==> config.mk <==
export PLATFORM = sky130hd
export DESIGN_NAME = quicksort_ctrl_flat
export DESIGN_NICKNAME = d
export VERILOG_FILES = /design/src/rtl/quicksort_ctrl_if.sv /design/src/rtl/quicksort_ctrl.sv /design/src/flat_wrapper.sv
export SDC_FILE = /design/constraint.sdc
export NUM_CORES = 1
export LEC_CHECK = 0
export ABC_AREA = 0
export CAP_MARGIN = 20
export CELL_PAD_IN_SITES_DETAIL_PLACEMENT = 2
export CELL_PAD_IN_SITES_GLOBAL_PLACEMENT = 2
export CORE_MARGIN = 10
export CORE_UTILIZATION = 31
export DETAILED_ROUTE_END_ITERATION = 12
export PLACE_DENSITY = 0.83
export SLEW_MARGIN = 25
export SYNTH_ARGS = -nofsm -noshare
export SYNTH_HDL_FRONTEND = slang
export SYNTH_SLANG_ARGS = --single-unit
==> constraint.sdc <==
create_clock -name clock -period 6.3 [get_ports clock]
set_input_delay 0.945 -clock clock [delete_from_list [all_inputs] [get_ports clock]]
set_output_delay 0.945 -clock clock [all_outputs]
set_load 0.02 [all_outputs]
==> src/rtl/quicksort_ctrl_if.sv <==
// Handshake bundle between the quicksort controller and its partition stage.
// The controller launches one index range at a time and waits for the pivot result.
interface quicksort_ctrl_if #(parameter int ARR_WIDTH = 4);
  logic                   part_start;
  logic [3:0]             part_lo;
  logic [3:0]             part_hi;
  logic [ARR_WIDTH*4-1:0] part_array;
  logic                   part_ready;
  logic [3:0]             part_pivot;
  logic [ARR_WIDTH*4-1:0] part_array_out;

  modport master (
    output part_start, part_lo, part_hi, part_array,
    input  part_ready, part_pivot, part_array_out
  );

  modport slave (
    input  part_start, part_lo, part_hi, part_array,
    output part_ready, part_pivot, part_array_out
  );
endinterface

==> src/rtl/quicksort_ctrl.sv <==
// Iterative quicksort sequencer: keeps a LIFO of {lo,hi} ranges and hands each one
// to an external partition stage, pushing the two sub-ranges around the returned pivot.
module quicksort_ctrl #(
  parameter int ARR_WIDTH = 4
) (
  input  logic                   clock,
  input  logic                   reset,
  input  logic                   start,
  input  logic [ARR_WIDTH*4-1:0] array_in,
  output logic                   ready,
  output logic                   busy,
  output logic                   overflow,
  output logic [ARR_WIDTH*4-1:0] array_out,
  quicksort_ctrl_if.master       part
);
  localparam int          AW    = ARR_WIDTH * 4;
  localparam logic [4:0]  DEPTH = 5'(ARR_WIDTH);

  typedef enum logic [2:0] {IDLE, POP, LAUNCH, WAIT, PUSH, DONE} state_t;
  state_t state, state_nxt;

  logic [AW-1:0]             arr;
  logic [ARR_WIDTH-1:0][3:0] stk_lo, stk_hi;
  logic [4:0]                sp, sp_b;
  logic [3:0]                lo, hi, p;
  logic [3:0]                top_lo, top_hi;
  logic                      accept, empty, in_range;
  logic                      push_a, push_b, ok_a, ok_b, ovf_a, ovf_b;

  assign accept    = start && (state == IDLE || state == DONE);
  assign empty     = (sp == 5'd0);
  assign in_range  = (part.part_pivot >= lo) && (part.part_pivot <= hi);

  assign array_out       = arr;
  assign part.part_array = arr;
  assign part.part_lo    = lo;
  assign part.part_hi    = hi;

  // p > lo is tested first so p-1 is only meaningful when it cannot wrap
  assign push_a = (p > lo) && ((p - 4'd1) > lo);
  assign push_b = ({1'b0, p} + 5'd1) < {1'b0, hi};
  assign ok_a   = push_a && (sp < DEPTH);
  assign ovf_a  = push_a && !(sp < DEPTH);
  assign sp_b   = sp + {4'd0, ok_a};
  assign ok_b   = push_b && (sp_b < DEPTH);
  assign ovf_b  = push_b && !(sp_b < DEPTH);

  always_comb begin
    top_lo = '0;
    top_hi = '0;
    for (int i = 0; i < ARR_WIDTH; i++)
      if (sp == 5'(i + 1)) begin
        top_lo = stk_lo[i];
        top_hi = stk_hi[i];
      end
  end

  always_ff @(posedge clock) begin
    if (!reset) state <= IDLE;
    else        state <= state_nxt;
  end

  always_comb begin
    state_nxt       = state;
    part.part_start = 1'b0;
    ready           = 1'b0;
    busy            = 1'b1;
    unique case (state)
      IDLE:    begin busy = 1'b0; if (start) state_nxt = POP; end
      DONE:    begin busy = 1'b0; ready = 1'b1; if (start) state_nxt = POP; end
      POP:     state_nxt = empty ? DONE : LAUNCH;
      LAUNCH:  begin part.part_start = 1'b1; state_nxt = WAIT; end
      WAIT:    if (part.part_ready) state_nxt = PUSH;
      PUSH:    state_nxt = POP;
      default: state_nxt = IDLE;
    endcase
  end

  always_ff @(posedge clock) begin
    if (!reset) begin
      arr      <= '0;
      sp       <= '0;
      lo       <= '0;
      hi       <= '0;
      p        <= '0;
      overflow <= 1'b0;
    end else begin
      if (accept) begin
        arr      <= array_in;
        overflow <= 1'b0;
        if (ARR_WIDTH > 1) begin
          stk_lo[0] <= 4'd0;
          stk_hi[0] <= 4'(ARR_WIDTH - 1);
          sp        <= 5'd1;
        end else begin
          sp <= 5'd0;
        end
      end
      case (state)
        POP: if (!empty) begin
          lo <= top_lo;
          hi <= top_hi;
          sp <= sp - 5'd1;
        end
        WAIT: if (part.part_ready) begin
          arr <= part.part_array_out;
          // a pivot outside the launched range degrades to lo so the pushes stay sane
          p   <= in_range ? part.part_pivot : lo;
        end
        PUSH: begin
          for (int i = 0; i < ARR_WIDTH; i++) begin
            if (ok_a && sp == 5'(i)) begin
              stk_lo[i] <= lo;
              stk_hi[i] <= p - 4'd1;
            end
            if (ok_b && sp_b == 5'(i)) begin
              stk_lo[i] <= p + 4'd1;
              stk_hi[i] <= hi;
            end
          end
          sp <= sp_b + {4'd0, ok_b};
          if (ovf_a || ovf_b) overflow <= 1'b1;
        end
        default: ;
      endcase
    end
  end
endmodule

==> src/flat_wrapper.sv <==
// flat-port wrapper written by rule: the top's interface ports become plain ports
module quicksort_ctrl_flat 
#(
  parameter int ARR_WIDTH = 4
)
  (clock, reset, start, array_in, ready, busy, overflow, array_out, part_part_start, part_part_lo, part_part_hi, part_part_array, part_part_ready, part_part_pivot, part_part_array_out);
  quicksort_ctrl_if #(.ARR_WIDTH(ARR_WIDTH)) part_i ();
  input  logic clock;
  input  logic reset;
  input  logic start;
  input  logic [ARR_WIDTH*4-1:0] array_in;
  output logic ready;
  output logic busy;
  output logic overflow;
  output logic [ARR_WIDTH*4-1:0] array_out;
  output wire logic [$bits(part_i.part_start)-1:0] part_part_start;
  output wire logic [$bits(part_i.part_lo)-1:0] part_part_lo;
  output wire logic [$bits(part_i.part_hi)-1:0] part_part_hi;
  output wire logic [$bits(part_i.part_array)-1:0] part_part_array;
  input wire logic [$bits(part_i.part_ready)-1:0] part_part_ready;
  input wire logic [$bits(part_i.part_pivot)-1:0] part_part_pivot;
  input wire logic [$bits(part_i.part_array_out)-1:0] part_part_array_out;
  assign part_part_start = part_i.part_start;
  assign part_part_lo = part_i.part_lo;
  assign part_part_hi = part_i.part_hi;
  assign part_part_array = part_i.part_array;
  assign part_i.part_ready = part_part_ready;
  assign part_i.part_pivot = part_part_pivot;
  assign part_i.part_array_out = part_part_array_out;
  quicksort_ctrl #(.ARR_WIDTH(ARR_WIDTH)) u_core (.clock(clock), .reset(reset), .start(start), .array_in(array_in), .ready(ready), .busy(busy), .overflow(overflow), .array_out(array_out), .part(part_i));
endmodule
==> results.py <==
metrics = {
    "die": {
        "die_width_um": 139,
        "initial_utilization": 0.316,
        "pin_count": 84,
        "rows": 43,
        "die_area_um2": 19300,
        "core-area_um2": 13900,
        "die_h_um": 139,
    },
    "finish": {
        "final_layout_size_suffix_gt1_frac": 0.0517,
        "syn2layout_area_growth_pct": 25.1,
        "fin_nets": 626,
        "fillers": 1534,
        "antenna-diode-count": 0,
        "stdcell_count": 741,
    },
    "clocking": {
        "clock_sinks": 69,
        "cts_buffer_depth": 2,
        "postCtsHoldBufs": 0,
        "insertion_delay_ns": 0.35,
        "cts_buffers": 9,
        "cts_resized": 0,
        "cts_setup_buffers": 0,
        "cts_tree": "built",
        "htreeDepth": 3,
        "cts_root_buffer": "clkbuf_16",
        "path_clk_slew_ns": 0.06,
    },
    "min_path": {
        "min_to": "u_core.array_out[1]",
        "min_from": "u_core.array_out[1]",
        "holdPathStages": 2,
        "min_path_type": "reg2reg",
    },
    "logic_synthesis": {
        "postSynthRegisterBits": 69,
        "synth_top_area_share": 0.219,
        "synth_top_area_cell": "edfxtp_1",
        "async_reset_ff_frac": 0,
        "synth.area.top_cells": "edfxtp_1 22%, dfxtp_1 17%, ha_1 8.6%",
        "synth_area_um2": 4380,
        "synth_common_cells": "81 x nand2_1, 55 x nor2_1, 37 x a21oi_1, 37 x dfxtp_1, 32 x edfxtp_1",
        "syn-num-nets": 579,
        "yosys_warnings": 0,
        "syn_area_per_cell_um2": 8.61,
        "synth_most_common_cell": "nand2_1",
        "synth_seq_area_share": 0.388,
        "synth_ff_type": "dfxtp_1",
        "netlist_instances": 509,
        "synthDistinctLibCells": 54,
        "synth-edff-count": 32,
    },
    "detailed_routing": {
        "drt-met1-wl_um": 7770,
        "drtIter0Drc": 294,
        "wl_um": 16800,
        "dr_total_vias": 4084,
        "drtPass1Iterations": 5,
        "met2WireLength_um": 7780,
        "top_layer": "met4",
        "drc_errors": 0,
        "vias_per_cell": 5.51,
        "route.met3.wl_um": 907,
        "ant_nets": 0,
        "wire_per_inst_um": 22.6,
    },
    "global_routing": {
        "antenna_found_initial": 0,
        "overflow": 0,
        "grt_pass1_vias": 4497,
        "grt_pass1_wl_um": 26800,
        "grt_usage": 0.173,
        "grt_max_degree": 33,
    },
    "power_and_ir_drop": {
        "leakage_nw": 1.96,
        "vdd_drop_max_mv": 0.166,
        "power_density_nw_per_um2": 522,
    },
    "sta": {
        "fmax_mhz": 183,
        "fin_crit_ns": 5.45,
        "finalMaxSlewViolations": 0,
        "finalClockSkew_ns": 0.00692,
        "max_slew.worst_pin.slew_ns": 0.892,
        "rsz0062_at_grt": "false",
        "tns_ns": 0,
        "finalCritPeriodShare": 0.866,
        "relSlewSlack": 0.404,
        "hold_viol": 0,
        "fin_hold_ws_ns": 0.502,
        "finalSetupViolations": 0,
    },
    "placement": {
        "finalWeightedCongestion": 0.865,
        "dpl.hpwl_um": 12400,
        "placedCellCount": 725,
        "io_buffers": 83,
    },
    "worst_setup_path": {
        "rrSetupSlack_ns": 0.85,
        "critPathCaptureType": "flip-flop",
        "critPathLaunchType": "flip-flop",
        "r2r-end": "u_core.sp[4]",
        "crit_type": "reg2reg",
        "critPathRequiredTime_ns": 6.56,
        "path_max_fanout": 14,
        "rr_worst_depth": 24,
        "reg2reg_from": "u_core.p[0]",
        "cp_data_arrival_time_ns": 5.71,
    },
    "run_status": {
        "outcome": "finished clean",
    },
    "job": {
        "cap_violations": 0,
    },
}
==> layer usage <==
metal / vias to the layer above / track usage
met2: 122 / 0.278
met3: 19 / 0.0438
li1: 1914 / -
met1: 2029 / 0.219
met4: 0 / 0.0571
met5: - / 0
==> kinds of logic after synthesis <==
logic type               synth area share
AO/OA/AOI/OAI                       0.222
XOR/XNOR                           0.0160
multiplexers                       0.0183
flip-flops                          0.388
AND/OR/NAND/NOR                     0.186
buffers and inverters              0.0836
adder cells (fa/ha/maj)            0.0856
==> area by class of cell <==
| type | instances | area, µm² | area share |
|---|---|---|---|
| inverter | 25 | 93.8 | 0.0171 |
| clock buffer | 15 | 279 | 0.0509 |
| tap | 180 | 225 | 0.0411 |
| multi-input combinational | 365 | 2330 | 0.424 |
| clock inverter | 1 | 5.00 | 0.000913 |
| timing repair buffer | 86 | 853 | 0.156 |
| sequential | 69 | 1700 | 0.310 |
==> worst max-delay path: stages, from the launching register on <==
cell,delay [ns]
dfxtp_1,0.68
inv_1,0.19
ha_1,0.25
xnor2_1,0.28
inv_1,0.14
ha_1,0.31
a31o_2,0.25
o22ai_1,0.17
nand2_1,0.11
nor3_1,0.17
ha_1,0.24
ha_1,0.32
and2_2,0.23
nand3_2,0.10
o22ai_1,0.25
nand2_1,0.13
inv_1,0.08
ha_1,0.20
ha_1,0.22
nor4bb_1,0.32
a22oi_1,0.11
o21ai_1,0.13
xor2_1,0.17
o221ai_1,0.13
a21oi_1,0.17
==> sequential cells by signal, summed over array words and instances, names as in the netlist <==
signal / flops
u_core.array_out: 16
u_core.overflow: 1
u_core.p: 4
u_core.part.part_hi: 4
u_core.part.part_lo: 4
u_core.sp: 5
u_core.state: 3
u_core.stk_hi: 16
u_core.stk_lo: 16
==> power breakdown <==
group / switching [mW] / total [mW] / leakage, nW / internal (mW)
Clock: 0.202 / 0.504 / 0.139 / 0.302
Combinational: 0.978 / 1.59 / 1.22 / 0.611
Sequential: 0.168 / 0.771 / 0.594 / 0.603
==> stage by stage <==
stage | power, mW | util | setup WS, ns | area [µm²]
after floorplan | 1.78 | - | 1.87 | 4380
after global placement | 2.27 | 0.374 | 1.53 | 5190
after detailed placement | 2.35 | 0.374 | 0.921 | 5190
after CTS | 2.88 | 0.395 | 0.890 | 5480
after global routing | 3.06 | 0.395 | 0.471 | 5480
final | 2.86 | 0.395 | 0.847 | 5480
==> worst max-delay path by stage <==
stage	startpoint	to	slack, ns
CTS	u_core.p[0]	u_core.sp[4]	0.89
global route	u_core.p[0]	u_core.sp[4]	0.47
finish	u_core.p[0]	u_core.sp[4]	0.85
detailed placement	u_core.p[0]	u_core.sp[4]	0.92
global placement	u_core.p[0]	u_core.sp[4]	1.53
floorplan	u_core.p[0]	u_core.sp[4]	1.87
==> cells in the final DEF (no fill, tap or decap), types with 6 or more instances in the layout <==
master and n:
a311oi_1 17, and2_1 6, a211oi_1 12, edfxtp_1 32, a222oi_1 6, mux2i_1 8
clkbuf_16 10, o21ai_1 18, a21oi_1 37, a221oi_1 10, o21ai_0 15, dfxtp_1 37
inv_1 24, nor2_1 55, ha_1 30, xnor2_1 6, nand2_1 81, clkdlybuf4s50_1 83
Note: power is estimated with default switching activity, not from simulation.
